`src/rtl/bfx_mem_pkg.sv`:
```
// Shared constants and types for the bfX memory port-1 arbiter.
package bfx_mem_pkg;

    localparam int ADDR_W    = 16;
    localparam int DATA_W    = 8;
    localparam int MEM_DEPTH = 512;

    typedef enum logic [1:0] {
        ARB_RR,
        HOST_LOCKED,
        FORCE_CORE
    } arb_state_t;

    typedef enum logic {
        REQ_CORE,
        REQ_HOST
    } req_id_t;

endpackage

```
`src/rtl/rr_arb2.sv`:
```
// Two-way round-robin pick between core (req[0]) and host (req[1]).
module rr_arb2
    import bfx_mem_pkg::*;
(
    input  logic [1:0] req,
    input  req_id_t    last,
    output req_id_t    winner,
    output logic       valid
);

    always_comb begin
        valid  = |req;
        winner = REQ_CORE;
        if (req == 2'b11) begin
            winner = (last == REQ_CORE) ? REQ_HOST : REQ_CORE;
        end else if (req[1]) begin
            winner = REQ_HOST;
        end
    end

endmodule

```
`src/rtl/mem_port_arb.sv`:
```
// Port-1 arbiter of the bfX unified memory: core vs host, with bounded host lock.
// Optional grant statistics are built when MEM_ARB_STATS_EN is defined.
module mem_port_arb #(
    parameter int ADDR_W    = bfx_mem_pkg::ADDR_W,
    parameter int DATA_W    = bfx_mem_pkg::DATA_W,
    parameter int MEM_DEPTH = bfx_mem_pkg::MEM_DEPTH,
    parameter int MAX_LOCK  = 64
) (
    input  logic              clk,
    input  logic              rst,
    input  logic              core_req,
    input  logic              core_we,
    input  logic [ADDR_W-1:0] core_addr,
    input  logic [DATA_W-1:0] core_wdata,
    output logic              core_gnt,
    output logic              core_rvalid,
    output logic [DATA_W-1:0] core_rdata,
    output logic              core_err,
    input  logic              host_req,
    input  logic              host_we,
    input  logic [ADDR_W-1:0] host_addr,
    input  logic [DATA_W-1:0] host_wdata,
    output logic              host_gnt,
    output logic              host_rvalid,
    output logic [DATA_W-1:0] host_rdata,
    output logic              host_err,
    input  logic              host_lock,
    output logic              mem_we,
    output logic [ADDR_W-1:0] mem_addr,
    output logic [DATA_W-1:0] mem_wdata,
    input  logic [DATA_W-1:0] mem_rdata,
    output logic [15:0]       core_gnt_cnt,
    output logic [15:0]       host_gnt_cnt
);
    import bfx_mem_pkg::*;

    localparam int                LCNT_W   = $clog2(MAX_LOCK + 1);
    localparam logic [LCNT_W-1:0] LOCK_MAX = LCNT_W'(MAX_LOCK);
    localparam logic [LCNT_W-1:0] LOCK_ONE = LCNT_W'(1);
    localparam logic [ADDR_W:0]   DEPTH    = (ADDR_W + 1)'(MEM_DEPTH);

    arb_state_t        state_q;
    req_id_t           last_q;
    logic [LCNT_W-1:0] lock_cnt_q;

    logic    core_inr, host_inr;
    logic    rr_valid;
    req_id_t rr_winner;
    logic    both_req;
    logic    lock_expired;

    assign core_inr     = {1'b0, core_addr} < DEPTH;
    assign host_inr     = {1'b0, host_addr} < DEPTH;
    assign both_req     = core_req & host_req;
    assign lock_expired = (lock_cnt_q == LOCK_MAX) && core_req;

    rr_arb2 u_rr (
        .req    ({host_req, core_req}),
        .last   (last_q),
        .winner (rr_winner),
        .valid  (rr_valid)
    );

    // Grant decision: combinational from registered state and live requests.
    always_comb begin
        core_gnt = 1'b0;
        host_gnt = 1'b0;
        unique case (state_q)
            HOST_LOCKED: begin
                if (!host_lock) begin
                    core_gnt = rr_valid && (rr_winner == REQ_CORE);
                    host_gnt = rr_valid && (rr_winner == REQ_HOST);
                end else if (!lock_expired) begin
                    host_gnt = host_req;
                end
            end
            FORCE_CORE: core_gnt = core_req;
            default: begin
                core_gnt = rr_valid && (rr_winner == REQ_CORE);
                host_gnt = rr_valid && (rr_winner == REQ_HOST);
            end
        endcase
    end

    always_ff @(posedge clk) begin
        if (rst) begin
            state_q    <= ARB_RR;
            last_q     <= REQ_HOST;
            lock_cnt_q <= '0;
        end else begin
            unique case (state_q)
                HOST_LOCKED: begin
                    if (!host_lock) begin
                        state_q    <= ARB_RR;
                        lock_cnt_q <= '0;
                        if (both_req) last_q <= rr_winner;
                    end else if (lock_expired) begin
                        state_q <= FORCE_CORE;
                    end else if (lock_cnt_q != LOCK_MAX) begin
                        lock_cnt_q <= lock_cnt_q + LOCK_ONE;
                    end
                end
                FORCE_CORE: begin
                    lock_cnt_q <= '0;
                    state_q    <= host_lock ? HOST_LOCKED : ARB_RR;
                end
                default: begin
                    if (both_req) last_q <= rr_winner;
                    if (host_gnt && host_lock) begin
                        state_q    <= HOST_LOCKED;
                        lock_cnt_q <= LOCK_ONE;
                    end
                end
            endcase
        end
    end

    logic              gnt_any;
    logic              sel_we, sel_inr;
    logic [ADDR_W-1:0] sel_addr, mem_addr_q;
    logic [DATA_W-1:0] sel_wdata, mem_wdata_q;

    assign gnt_any   = core_gnt | host_gnt;
    assign sel_we    = host_gnt ? host_we    : core_we;
    assign sel_inr   = host_gnt ? host_inr   : core_inr;
    assign sel_addr  = host_gnt ? host_addr  : core_addr;
    assign sel_wdata = host_gnt ? host_wdata : core_wdata;

    // The memory bus parks on the last granted access when idle.
    always_ff @(posedge clk) begin
        if (gnt_any) begin
            mem_addr_q  <= sel_addr;
            mem_wdata_q <= sel_wdata;
        end
    end

    assign mem_addr  = gnt_any ? sel_addr  : mem_addr_q;
    assign mem_wdata = gnt_any ? sel_wdata : mem_wdata_q;
    assign mem_we    = gnt_any & sel_we & sel_inr;

    logic core_rvld_q, core_err_q, host_rvld_q, host_err_q;

    // Response stage: one cycle behind the grant, matching the memory read latency.
    always_ff @(posedge clk) begin
        if (rst) begin
            core_rvld_q <= 1'b0;
            core_err_q  <= 1'b0;
            host_rvld_q <= 1'b0;
            host_err_q  <= 1'b0;
        end else begin
            core_rvld_q <= core_gnt & ~core_we;
            core_err_q  <= core_gnt & ~core_inr;
            host_rvld_q <= host_gnt & ~host_we;
            host_err_q  <= host_gnt & ~host_inr;
        end
    end

    assign core_rvalid = core_rvld_q;
    assign core_err    = core_err_q;
    assign core_rdata  = (core_rvld_q && !core_err_q) ? mem_rdata : '0;
    assign host_rvalid = host_rvld_q;
    assign host_err    = host_err_q;
    assign host_rdata  = (host_rvld_q && !host_err_q) ? mem_rdata : '0;

`ifdef MEM_ARB_STATS_EN
    logic [15:0] core_cnt_q, host_cnt_q;

    always_ff @(posedge clk) begin
        if (rst) begin
            core_cnt_q <= '0;
            host_cnt_q <= '0;
        end else begin
            if (core_gnt && core_cnt_q != 16'hFFFF) core_cnt_q <= core_cnt_q + 16'd1;
            if (host_gnt && host_cnt_q != 16'hFFFF) host_cnt_q <= host_cnt_q + 16'd1;
        end
    end

    assign core_gnt_cnt = core_cnt_q;
    assign host_gnt_cnt = host_cnt_q;
`else
    assign core_gnt_cnt = '0;
    assign host_gnt_cnt = '0;
`endif

endmodule

```
`config.mk`:
```
export PLATFORM = sky130hd
export DESIGN_NAME = mem_port_arb
export DESIGN_NICKNAME = d
export VERILOG_FILES = /design/src/rtl/bfx_mem_pkg.sv /design/src/rtl/rr_arb2.sv /design/src/rtl/mem_port_arb.sv
export SDC_FILE = /design/constraint.sdc
export NUM_CORES = 1
export LEC_CHECK = 0
export ABC_AREA = 1
export ABC_CLOCK_PERIOD_IN_PS = 2000
export CORE_UTILIZATION = 33
export CTS_CLUSTER_DIAMETER = 150
export CTS_CLUSTER_SIZE = 12
export DETAILED_ROUTE_END_ITERATION = 12
export GPL_TIMING_DRIVEN = 0
export PLACE_DENSITY = 0.83
export SYNTH_ARGS = -nofsm -noshare
export SYNTH_HDL_FRONTEND = slang
export SYNTH_HIERARCHICAL = 1
export SYNTH_SLANG_ARGS = --single-unit
```
`constraint.sdc`:
```
create_clock -name clk -period 2 [get_ports clk]
set_input_delay 0.3 -clock clk [delete_from_list [all_inputs] [get_ports clk]]
set_output_delay 0.3 -clock clk [all_outputs]
set_load 0.05 [all_outputs]
```
==> reports/results.ini <==
[status]
status=complete, but fails checks
violations=design-rule violations, negative setup slack

[power]
peakVddDrop_mv=1.39
leakagePower_nw=2.34
power_density_mw_per_mm2=1930

[grt]
grt_pass1_wl_mm=13.1
grt_pass1_vias=2768
gr-total-overflow=0
grt.total_usage_pct=23.2
antenna_found_initial=0
grt_max_degree=13

[finish]
seq_area_sq_um=771
antennaDiodeCount=0
fin_util_pct=73.8
drive_gt1_share_pct=38.8
n_fill_cell=440
syn_to_final_growth_pct=114
nets=576
stdcell_count=587
multi_input_area_sq_mm=0.00169

[critical_path]
end_kind=output port
rr_startpoint=state_q[1]$_SDFFE_PP0P_
regToRegSetupSlack_ns=0
cp_data_required_time_ns=1.70
reg2regPathDepth=17
crit_path_start_kind=register
crit_fanout=7
r2r_end=lock_cnt_q[3]$_SDFFE_PP0P_
critical_path_class=reg -> out
arrival_ns=2.05

[cts]
cts_max_level=2
cts-root-buf=clkbuf_8
tritoncts=built
numCtsBuffers=5
clock_sinks=38
clk_latency_ns=0.29
clockBufferDepth=2
clkSlewWorstSetupHoldPaths_ns=0.08

[floorplan]
num_rows=29
fp.dieW_um=83.9
start_util_pct=34.5
boundaryPins=142
fp.coreArea_sq_mm=0.00642
die_y_um=83.9
die_area_sq_mm=0.00704

[sta]
final-hold-violation-count=0
holdWs_ns=0.351
rsz0062_at_grt=true
skew_ns=0.00728
drv_slew=0
final.period_utilization_pct=117
setup_violations=27
period_needed_ns=2.35
tightest_slew_ns=0.497
fin_ws_ns=-0.348
max_freq_mhz=426
relSlewSlack_pct=66.8

[job]
cap_violations=0

[synth]
syn_area_sq_mm=0.00221
synth_edf_count=0
syn_area_per_cell_sq_um=6.63
yosys_most_used_dff=dfxtp_1
ys_ff_latch=38
ys_top_cells_by_count=87 x nand3_1, 59 x nand2_1, 44 x nor2_1
synth_most_common_cell=nand3_1
synthTopCellsByArea=dfxtp_1 34%, nand3_1 20%, buf_4 11%
ys_seq_area_share_pct=34.4
synth_top_area_share_pct=34.4
synthCells=334
async_flop_share_pct=0
synth.distinct_cells=25
yosys_warnings=6
yosysTopAreaCell=dfxtp_1

[placement]
gp_congestion=0.870
dp.cells=550
port_buffers=108
hpwlAfterDp_mm=5.48

[route]
ant_nets=0
finalWirelength_mm=8.81
drcViolationCount=30
wire_per_inst_um=15.0
drt_iter0_drc=148
vias_per_cell=4.90
dr.pass1.iters=9
vias=2875

[min_path]
hold_start=rst
min_to=host_rvalid$_SDFF_PP0_
holdPathStages=2
hp-class=in -> reg

## how the worst max path moves through the flow
stage,from,endpoint,cells after the start
6_report,state_q[1]$_SDFFE_PP0P_,mem_addr[9],14
5_1_grt,state_q[0]$_SDFFE_PP0P_,mem_addr[12],12
3_3_place_gp,host_req,mem_wdata[6],11
2_1_floorplan,state_q[0]$_SDFFE_PP0P_,mem_addr[10],12
4_1_cts,host_req,mem_addr[8],12
3_5_place_dp,host_req,mem_addr[14],11
## stage by stage
stage	setup slack [ns]	total power, mW	TNS (ns)	cell area (sq um)
after floorplan	-0.00759	5.03	-0.00759	2610
after global placement	-1.31	6.35	-37.86	3780
after detailed placement	-1.38	6.45	-41.04	3780
after CTS	-0.318	8.55	-7.91	4500
after global routing	-0.418	9.56	-10.80	4740
final	-0.348	9.14	-8.37	4740
## critical path: stages (launching register included)
cell and delay, ns:
dfxtp_4 0.37, inv_4 0.06, ha_4 0.14, nand2_4 0.07
inv_4 0.09, nand2_4 0.05, nor2_2 0.08, nand2_1 0.07
nand2_2 0.12, buf_8 0.15, buf_8 0.12, buf_6 0.11
nand2_1 0.08, nand3_4 0.10, buf_8 0.15
## area by class of cell
cell class,count,area share [%]
plain buffers,47,9.58
clock buffers,6,1.74
clock inverters,2,0.264
inverters,29,2.72
multi-input cells,251,35.6
flip-flops and latches,38,16.3
well taps,77,2.03
repair buffers,137,31.8
## sequential cells by signal, indices dropped and copies added, names as in the netlist
name         flops
host_err         1
state_q          2
host_rvalid      1
mem_wdata_q      8
core_err         1
lock_cnt_q       7
mem_addr_q      16
core_rvalid      1
last_q           1
## what timing repair did
action                     CTS  global route
setup endpoints to repair   62            36
hold endpoints to repair     0             0
gates resized for setup    310            40
hold buffers                 0             0
buffers inserted            17             8
pin swaps                    7             6
gates cloned                 2             3
## cells in the final DEF (no fill, tap or decap), types with 3 or more instances in the layout
| cell type | synthesis | layout |
|---|---|---|
| nand3_2 | 0 | 37 |
| buf_4 | 33 | 49 |
| nand2_1 | 59 | 53 |
| clkbuf_16 | 0 | 3 |
| buf_6 | 2 | 12 |
| clkbuf_8 | 0 | 9 |
| inv_1 | 27 | 21 |
| dlygate4sd2_1 | 0 | 17 |
| nand2_2 | 2 | 3 |
| nand2_4 | 0 | 5 |
| nand3_4 | 0 | 21 |
| nand3_1 | 87 | 29 |
| a21oi_1 | 8 | 6 |
| nor2_1 | 44 | 42 |
| clkdlybuf4s50_1 | 0 | 63 |
| inv_4 | 0 | 4 |
| conb_1 | 1 | 32 |
| nor3_1 | 3 | 3 |
| buf_12 | 0 | 6 |
| buf_8 | 0 | 26 |
| dfxtp_1 | 38 | 34 |
## layer usage
layer | wire length [um] | up-vias | GRT usage, %
met3 | 603 | 18 | 4.85
met5 | 0 | - | 0
li1 | - | 1369 | -
met4 | 172 | 0 | 7.84
met1 | 3270 | 1334 | 24.8
met2 | 4770 | 154 | 44.6
## kinds of logic (layout without fill, tap and decap cells)
group	count (synthesis)	after routing	synth area share (%)
and+or+nand+nor	201	201	40.2
buffers and inverters	76	221	19.5
DFF	38	38	34.4
AOI/OAI and AO/OA	13	13	3.16
adders and majority gates	4	4	2.26
other	1	32	0.169
xor gates and xnor gates	1	1	0.396
## power by group
| part | internal, mW | switching [mW] | total (mW) | leakage (nW) |
|---|---|---|---|---|
| Sequential | 1.15 | 0.226 | 1.37 | 0.319 |
| Clock | 0.277 | 0.287 | 0.564 | 0.0472 |
| Combinational | 3.07 | 4.13 | 7.20 | 1.97 |
| Total | 4.50 | 4.64 | 9.14 | 2.34 |
No activity file was read; power rests on OpenSTA's default activity.
